==> config.mk <==
export PLATFORM = sky130hd
export DESIGN_NAME = fetch_unit_flat
export DESIGN_NICKNAME = d
export VERILOG_FILES = /design/src/rtl/fetch_unit_pkg.sv /design/src/rtl/fetch_unit_if.sv /design/src/rtl/fetch_unit_fd_reg.sv /design/src/rtl/fetch_unit.sv /design/src/flat_wrapper.sv
export SDC_FILE = /design/constraint.sdc
export NUM_CORES = 1
export LEC_CHECK = 0
export CAP_MARGIN = 20
export CORE_MARGIN = 2
export CORE_UTILIZATION = 42
export DETAILED_ROUTE_END_ITERATION = 7
export PLACE_DENSITY = 0.81
export SETUP_SLACK_MARGIN = 0.2
export SYNTH_ARGS = -nofsm -noshare
export SYNTH_HDL_FRONTEND = slang
export SYNTH_SLANG_ARGS = --single-unit
==> constraint.sdc <==
create_clock -name clk -period 1.6 [get_ports clk]
set_input_delay 0.32 -clock clk [delete_from_list [all_inputs] [get_ports clk]]
set_output_delay 0.32 -clock clk [all_outputs]
set_load 0.02 [all_outputs]
==> src/rtl/fetch_unit_pkg.sv <==
// Shared fetch constants and the F/D bundle type, common to fetch, next-PC logic and CP0.
package fetch_unit_pkg;

  localparam logic [31:0] PC_RESET      = 32'h0000_3000;
  localparam logic [31:0] EXC_ENTRY     = 32'h0000_4180;
  localparam logic [31:0] IM_BASE       = 32'h0000_3000;
  localparam logic [31:0] IM_TOP        = 32'h0000_6FFC;
  localparam logic [4:0]  EXC_CODE_ADEL = 5'd4;
  localparam logic [31:0] NOP           = 32'h0000_0000;

  // Contents of one pipeline-register slot handed from F to D.
  typedef struct packed {
    logic [31:0] instr;
    logic [31:0] pc;
    logic        exc_adel;
    logic        valid;
  } fd_bundle_t;

  localparam fd_bundle_t FD_BUBBLE = '{instr: NOP, pc: 32'h0, exc_adel: 1'b0, valid: 1'b0};

endpackage

==> src/rtl/fetch_unit_if.sv <==
// Instruction-memory port: address out from fetch, same-cycle read data back.
interface fetch_unit_if;
  logic [31:0] i_inst_addr;
  logic [31:0] i_inst_rdata;

  modport master (output i_inst_addr, input i_inst_rdata);
  modport slave  (input i_inst_addr, output i_inst_rdata);
endinterface

==> src/rtl/fetch_unit_fd_reg.sv <==
// Pipeline register slot with reset, flush-to-bubble and stall-hold.
module fetch_unit_fd_reg
  import fetch_unit_pkg::*;
(
  input  logic       clk,
  input  logic       reset,
  input  logic       i_flush,
  input  logic       i_stall,
  input  fd_bundle_t i_d,
  output fd_bundle_t o_q
);

  fd_bundle_t r_q;

  // Reset and flush both load a bubble; flush beats stall.
  always_ff @(posedge clk) begin
    if (reset || i_flush) begin
      r_q <= FD_BUBBLE;
    end else if (!i_stall) begin
      r_q <= i_d;
    end
  end

  assign o_q = r_q;

endmodule

==> src/rtl/fetch_unit.sv <==
// F stage: PC register, fetch-address legality check, and the F/D register.
module fetch_unit
  import fetch_unit_pkg::*;
(
  input  logic         clk,
  input  logic         reset,
  input  logic [31:0]  F_nextPC,
  input  logic         stall,
  input  logic         exc_req,
  output logic [31:0]  F_PC,
  fetch_unit_if.master im,
  output logic [31:0]  D_instr,
  output logic [31:0]  D_PC,
  output logic         D_excAdEL,
  output logic         D_valid
);

  logic [31:0] r_pc;
  logic        w_adel;
  fd_bundle_t  w_fd_d;
  fd_bundle_t  w_fd_q;

  // PC register: exception redirect overrides stall; F_nextPC is taken verbatim.
  always_ff @(posedge clk) begin
    if (reset) begin
      r_pc <= PC_RESET;
    end else if (exc_req) begin
      r_pc <= EXC_ENTRY;
    end else if (!stall) begin
      r_pc <= F_nextPC;
    end
  end

  assign F_PC           = r_pc;
  assign im.i_inst_addr = r_pc;

  // Fetch check: misaligned or outside the instruction window; illegal fetches become nop.
  always_comb begin
    w_adel = (r_pc[1:0] != 2'b00) || (r_pc < IM_BASE) || (r_pc > IM_TOP);
    w_fd_d = '{instr:    w_adel ? NOP : im.i_inst_rdata,
               pc:       r_pc,
               exc_adel: w_adel,
               valid:    1'b1};
  end

  fetch_unit_fd_reg u_fd_reg (
    .clk     (clk),
    .reset   (reset),
    .i_flush (exc_req),
    .i_stall (stall),
    .i_d     (w_fd_d),
    .o_q     (w_fd_q)
  );

  assign D_instr   = w_fd_q.instr;
  assign D_PC      = w_fd_q.pc;
  assign D_excAdEL = w_fd_q.exc_adel;
  assign D_valid   = w_fd_q.valid;

endmodule
==> src/flat_wrapper.sv <==
// flat-port wrapper written by rule: the top's interface ports become plain ports
module fetch_unit_flat import fetch_unit_pkg::*;
  (clk, reset, F_nextPC, stall, exc_req, F_PC, D_instr, D_PC, D_excAdEL, D_valid, im_i_inst_addr, im_i_inst_rdata);
  fetch_unit_if im_i ();
  input  logic clk;
  input  logic reset;
  input  logic [31:0] F_nextPC;
  input  logic stall;
  input  logic exc_req;
  output logic [31:0] F_PC;
  output logic [31:0] D_instr;
  output logic [31:0] D_PC;
  output logic D_excAdEL;
  output logic D_valid;
  output wire logic [$bits(im_i.i_inst_addr)-1:0] im_i_inst_addr;
  input wire logic [$bits(im_i.i_inst_rdata)-1:0] im_i_inst_rdata;
  assign im_i_inst_addr = im_i.i_inst_addr;
  assign im_i.i_inst_rdata = im_i_inst_rdata;
  fetch_unit u_core (.clk(clk), .reset(reset), .F_nextPC(F_nextPC), .stall(stall), .exc_req(exc_req), .F_PC(F_PC), .im(im_i), .D_instr(D_instr), .D_PC(D_PC), .D_excAdEL(D_excAdEL), .D_valid(D_valid));
endmodule
==> results.md, run 1 <==
- Clock tree from TritonCTS: yes
- Status: finished clean
- Initial DRC Count: 135
- Clock Pin Slew Worst Setup and Hold Paths: roughly 90 ps
- Synth warnings: 0
- Global-route wire length before repair: 16500 um
- Top post-synthesis cells by area: dfxtp_1, mux2i_1, buf_4, o31ai_2, nand3_1
- Worst-path fanout max: 23
- Netlist Area Pre-Place: 4390 sq um
- Comb power frac: 0.182
- Switching power: 1.32 mW
- I/O pin cnt: 198
- CTS sink count: 98
- Asr flop ratio synth: 0
- Synth Flop Type: dfxtp_1
- Data required, critical path: 1870 ps
- Placed cell area: between 6000 and 7000 sq um
- CTS buffer count: 9
- Final setup fails: 0
- Number of port buffers: 197
- Share of cells above drive strength 1: 0.279
- Clk_lat worst skew: around 350 ps
- Clock Power Share: 0.286
- Worst hold path type: reg2reg
- Worst slew pin tran: approximately 480 ps
- Syn Inst Count: 438
- # Post-CTS Setup Buffers: 0
- Cell taking the most area after synthesis: dfxtp_1
- Number of flops mapped to enable cells by yosys: 0
- RD Place Congestion: 0.728
- Syn Nets: just over 500
- Initial antenna violation count: 0
- Routed vias: 3518
- Fin crit share: 0.876
- Post-synthesis sequential area ratio: 0.447
- Filler Cell Count: 858
- Critical Path Start: u_core.F_PC[15]
- Routed WL: 10600 um
- Worst reg-to-reg path cell count: 4
- Number of global-route vias before repair: about 3.3k
- RSZ-0062 raised after global routing: yes
- R2r setup slk: a little under 200 ps
- DIE AREA: 11300 sq um
- Worst Setup EP: u_core.u_fd_reg.o_q[40]
- RR Endpoint: u_core.u_fd_reg.o_q[40]
- Post-route cell area: ~6200 sq um
- Ant diodes: 0
- Most numerous cell in the Yosys netlist: dfxtp_1
- Std-Cell Rows: 37
- Peak VDD IR: between 300 and 400 uV
- Die X-Extent: 106 um
- Lkg Pwr: around 2.6 nW
- Synth unique cells: 24
- Sequential fraction of design power: 0.532
- Final Hold Fails: 0
- Clk buf depth: 2
- Drt wl/cell: 15.1 um
- Max-slew headroom: 0.677
- Final min period: 1400 ps
- Final slew viol count: 0
- Die height: approximately 110 um
- Crit path DAT: 1670 ps
- Sw frac: 0.275
- Crit path kind: reg2reg
- Fin Setup TNS: 0 ps
- Detail Route Antenna Nets: 0
- Initial Util: 0.429
- Clock root buffer: clkbuf_8
- PwrDens: 773 nW/um^2
- Avg Inst Size Synth: 10.0 sq um
- Crit Reg-Reg Startpoint: u_core.F_PC[15]
- Max Cap Viol: 0
- Internal power: roughly 3.5 mW
- TritonRoute pass-1 iters: 5
- Core ar.: around 10000 sq um
- HPWL after DPL: 7660 um
- Max Clk Rate: 713 MHz
- Synth top cells by count: dfxtp_1, nand3_1, buf_4
- GR Overflow Total: 0
- Total GRT Usage: 0.183
- Largest net degree at the start of global routing: 81
- Nets: 630
- P&R area growth vs syn: 41.2%
- Synthesis-stage register bit count: 98
- Vias per cell: between 5 and 6
- Clk_skew: around 11 ps
- Share of the synthesized area in the top cell type: 0.447
- Crit. End Element: flip-flop
- CTS HTree Levels: 3
- Drt drc: 0
- Worst setup SP type: flip-flop
[worst min-delay path by stage]
stage	from	to	slack (ps)	depth (start not counted)
global placement	u_core.u_fd_reg.o_q[0]	u_core.u_fd_reg.o_q[0]	440	1
CTS	u_core.u_fd_reg.o_q[0]	u_core.u_fd_reg.o_q[0]	470	1
global route	im_i_inst_rdata[31]	u_core.u_fd_reg.o_q[65]	500	3
detailed placement	u_core.u_fd_reg.o_q[0]	u_core.u_fd_reg.o_q[0]	440	1
floorplan	reset	u_core.F_PC[14]	390	1
finish	u_core.u_fd_reg.o_q[0]	u_core.u_fd_reg.o_q[0]	460	1
[cell families after synthesis]
family	after synthesis	share of synthesized area
AOI/OAI and AO/OA	41	0.108
and+or+nand+nor	139	0.155
muxes	61	0.139
DFF	98	0.447
buffers and inverters	99	0.151
[area by class of cell]
| type | instances | area, sq um | share of cell area |
|---|---|---|---|
| Timing Repair Buffer | 211 | 2060 | 0.332 |
| Inverter | 1 | 3.75 | 0.000606 |
| Tap cell | 136 | 170 | 0.0275 |
| Clock inverter | 4 | 28.8 | 0.00464 |
| Multi-Input combinational cell | 241 | 1800 | 0.291 |
| Clock buffer | 12 | 135 | 0.0218 |
| Sequential cell | 98 | 2000 | 0.323 |
[sequential cells by signal, summed over array words and instances (netlist names)]
name	count
u_core.F_PC	32
u_core.u_fd_reg.o_q	66
[cell usage in the layout, fill, tap and decap left out, drive strengths merged, types with 2 or more instances in the layout]
cell type       n
dfxtp          98
nor4            5
nand3          65
o31ai          32
buf            16
o21bai          2
clkinvlp        2
clkbuf         39
clkdlybuf4s15  76
mux2i          61
clkdlybuf4s50  66
and2            3
nor2           63
dlygate4sd2    26
a211oi          3
clkinv          2
[what timing repair did]
| action | in CTS | in global routing |
|---|---|---|
| pin swaps | 2 | 3 |
| setup endpoints to repair | 163 | 109 |
| resized for setup | 258 | 76 |
| hold buffers | 0 | 0 |
[power by group through the flow]
stage | clock [mW] | combinational, mW | sequential, mW
after global routing | 1.52 | 0.927 | 2.56
after CTS | 1.44 | 0.886 | 2.55
final | 1.37 | 0.870 | 2.55
after detailed placement | 0 | 0.912 | 2.60
after global placement | 0 | 0.898 | 2.60
after floorplan | 0 | 0.530 | 2.62
[worst max-delay path, stage by stage (launching register included)]
cell,delay (ps)
dfxtp_2,360
nor4_4,350
o211ai_4,170
buf_12,200
o31ai_2,220
[metal layers]
metal / part of all wire / track usage
met5: 0 / 0
met4: 0.014 / 0.0658
met3: 0.070 / 0.0411
met2: 0.50 / 0.323
met1: 0.41 / 0.217
[through the flow]
step | setup WS, ps | hold slack (ps) | power, mW | instances | util
final | 198 | 463 | 4.79 | 703 | 0.606
after floorplan | 265 | 392 | 3.15 | 438 | -
after CTS | 133 | 467 | 4.88 | 703 | 0.613
after detailed placement | -60.8 | 444 | 3.52 | 687 | 0.595
after global placement | 6.68 | 438 | 3.50 | 687 | 0.595
after global routing | 138 | 505 | 5.01 | 703 | 0.606
(Power assumes the default switching activity.)
==> run 2, diff against run 1 <==
--- a/config.mk
+++ b/config.mk
@@ -10,6 +10,7 @@
 export CORE_UTILIZATION = 42
 export DETAILED_ROUTE_END_ITERATION = 7
 export PLACE_DENSITY = 0.81
+export REMOVE_ABC_BUFFERS = 1
 export SETUP_SLACK_MARGIN = 0.2
 export SYNTH_ARGS = -nofsm -noshare
 export SYNTH_HDL_FRONTEND = slang
==> run 2 against run 1 <==
  * Critical path depth did not move
  * Clock skew rose by 6.6 ps
  * Setup slack got worse by 48 ps
  * Largest power group unchanged
==> results.md, run 2 (same netlist as run 1, synthesis figures left out) <==
- Commonest non-fill, non-tap cell in the layout: dfxtp_1
- Clk_skew: around 18 ps
- Crit path DAT: 1720 ps
- Die height: ~110 um
- Number of global-route vias before repair: 3414
- Largest net degree at the start of global routing: 52
- Clock Pin Slew Worst Setup and Hold Paths: 100 ps
- Number of port buffers: 197
- Nets: 638
- Non-Filler Instances: a little over 700
- PwrDens: 791 nW/um^2
- Ant diodes: 0
- Placed cell area: 6120 sq um
- Routed vias: 3511
- Worst hold start: u_core.u_fd_reg.o_q[0]
- Drt drc: 0
- RSZ-0062 raised after global routing: yes
- Worst reg-to-reg path cell count: 4
- CTS HTree Levels: 3
- P&R area growth vs syn: 43.7%
- Std-Cell Rows: 37
- Critical Path Start: u_core.F_PC[15]
- Initial Util: 0.429
- Post-route cell area: 6310 sq um
- Final setup fails: 0
- TritonRoute pass-1 iters: 4
- Max Cap Viol: 0
- Reg area: 2010 sq um
- Worst slew pin tran: 373 ps
- Placement Setup Slack: -68.8 ps
- CTS buffer count: 9
- Drt wl/cell: 15.6 um
- DIE AREA: 11300 sq um
- Area occupied by multi-input gates: 1810 sq um
- Worst Hold Path EP: u_core.u_fd_reg.o_q[0]
- Hold path cells: 1
- Die X-Extent: 106 um
- Data required, critical path: 1870 ps
- Crit. End Element: flip-flop
- Lkg Pwr: 2.66 nW
- Total GRT Usage: 0.192
- R2r setup slk: 150 ps
- Cell count after placement: roughly 690
- Final min period: 1450 ps
- Status: finished clean
- Peak VDD IR: 497 uV
- Filler Cell Count: 874
- CTS sink count: 98
- Setup slack after layout: 150 ps
- Final slew viol count: 0
- Fin crit share: 0.906
- Initial DRC Count: 101
- Clk_lat worst skew: 350 ps
- Max-slew headroom: 0.750
- Fin Setup TNS: 0 ps
- Clock root buffer: clkbuf_8
- Detail Route Antenna Nets: 0
- HPWL after DPL: 7890 um
- Worst-path fanout max: 12
- Worst hold path type: reg2reg
- Crit Reg-Reg Startpoint: u_core.F_PC[15]
- Clock tree from TritonCTS: yes
- Worst setup SP type: flip-flop
- Crit path kind: reg2reg
- RR Endpoint: u_core.u_fd_reg.o_q[43]
- Global-route wire length before repair: about 17000 um
- Core ar.: 10200 sq um
- Clk buf depth: 2
- Routed WL: 11100 um
- Initial antenna violation count: 0
- Final Hold Fails: 0
- RD Place Congestion: 0.753
- Max Clk Rate: 690 MHz
- Max reg flops: 66
- Share of cells above drive strength 1: 0.296
- GR Overflow Total: 0
- I/O pin cnt: 198
- Vias per cell: 4.94
- Leading cell types in the layout, fill and taps excluded: dfxtp_1, clkdlybuf4s50_1, nand3_1
-- run 2: cell count changes in the layout (fill, tap and decap cells not counted), moves of 3 or more --
cell,delta
clkbuf_1,-3
clkdlybuf4s15_1,-3
dlygate4sd2_1,+4
clkbuf_8,+3
buf_4,+7
-- run 2: layout make-up --
class / count / area share
Timing Repair Buffer: 219 / 0.336
Sequential cell: 98 / 0.318
Multi-Input combinational cell: 241 / 0.286
Tap cell: 136 / 0.0270
Clock buffer: 12 / 0.0262
Clock inverter: 4 / 0.00516
Inverter: 1 / 0.000595
-- run 2: worst max path at each step --
stage	end	slack, ps	depth (start not counted)
2_1_floorplan	u_core.u_fd_reg.o_q[35]	-1310	3
3_3_place_gp	u_core.u_fd_reg.o_q[52]	-20	5
3_5_place_dp	u_core.u_fd_reg.o_q[43]	-70	5
4_1_cts	F_PC[1]	110	1
5_1_grt	u_core.u_fd_reg.o_q[36]	90	4
6_report	u_core.u_fd_reg.o_q[43]	150	4
-- run 2: what timing repair did --
item | 4_1_cts | 5_1_grt
hold buffers | 0 | 0
setup endpoints to repair | 163 | 107
buffers inserted | 1 | 1
endpoints found under the hold margin | 0 | 0
gates cloned | 0 | 1
resized for setup | 265 | 70
-- run 2: metrics by stage --
step | total power, mW | hold WS, ps | util
6_report | 4.99 | 465 | 0.616
5_1_grt | 5.22 | 495 | 0.616
4_1_cts | 5.05 | 452 | 0.620
3_5_place_dp | 3.53 | 445 | 0.599
3_3_place_gp | 3.51 | 437 | 0.599
2_1_floorplan | 2.97 | 392 | -
-- run 2: critical path, stage by stage, from the launching register on --
cell and delay (ps):
dfxtp_2 360, nor4_4 340, o211ai_4 200, clkbuf_16 230, o31ai_2 220
-- run 2: routing by layer --
metal,vias to the layer above,wire [um],global-route usage
li1,1712,-,-
met1,1652,4670,0.234
met2,137,5450,0.336
met3,10,790,0.0411
met4,0,147,0.0611
met5,-,0,0
-- run 2: power by group --
group          leakage [nW]  internal, mW  switching (mW)  total [mW]
Clock                0.0952         0.702           0.845        1.55
Combinational          1.76         0.431           0.467       0.897
Sequential            0.806          2.49          0.0586        2.54
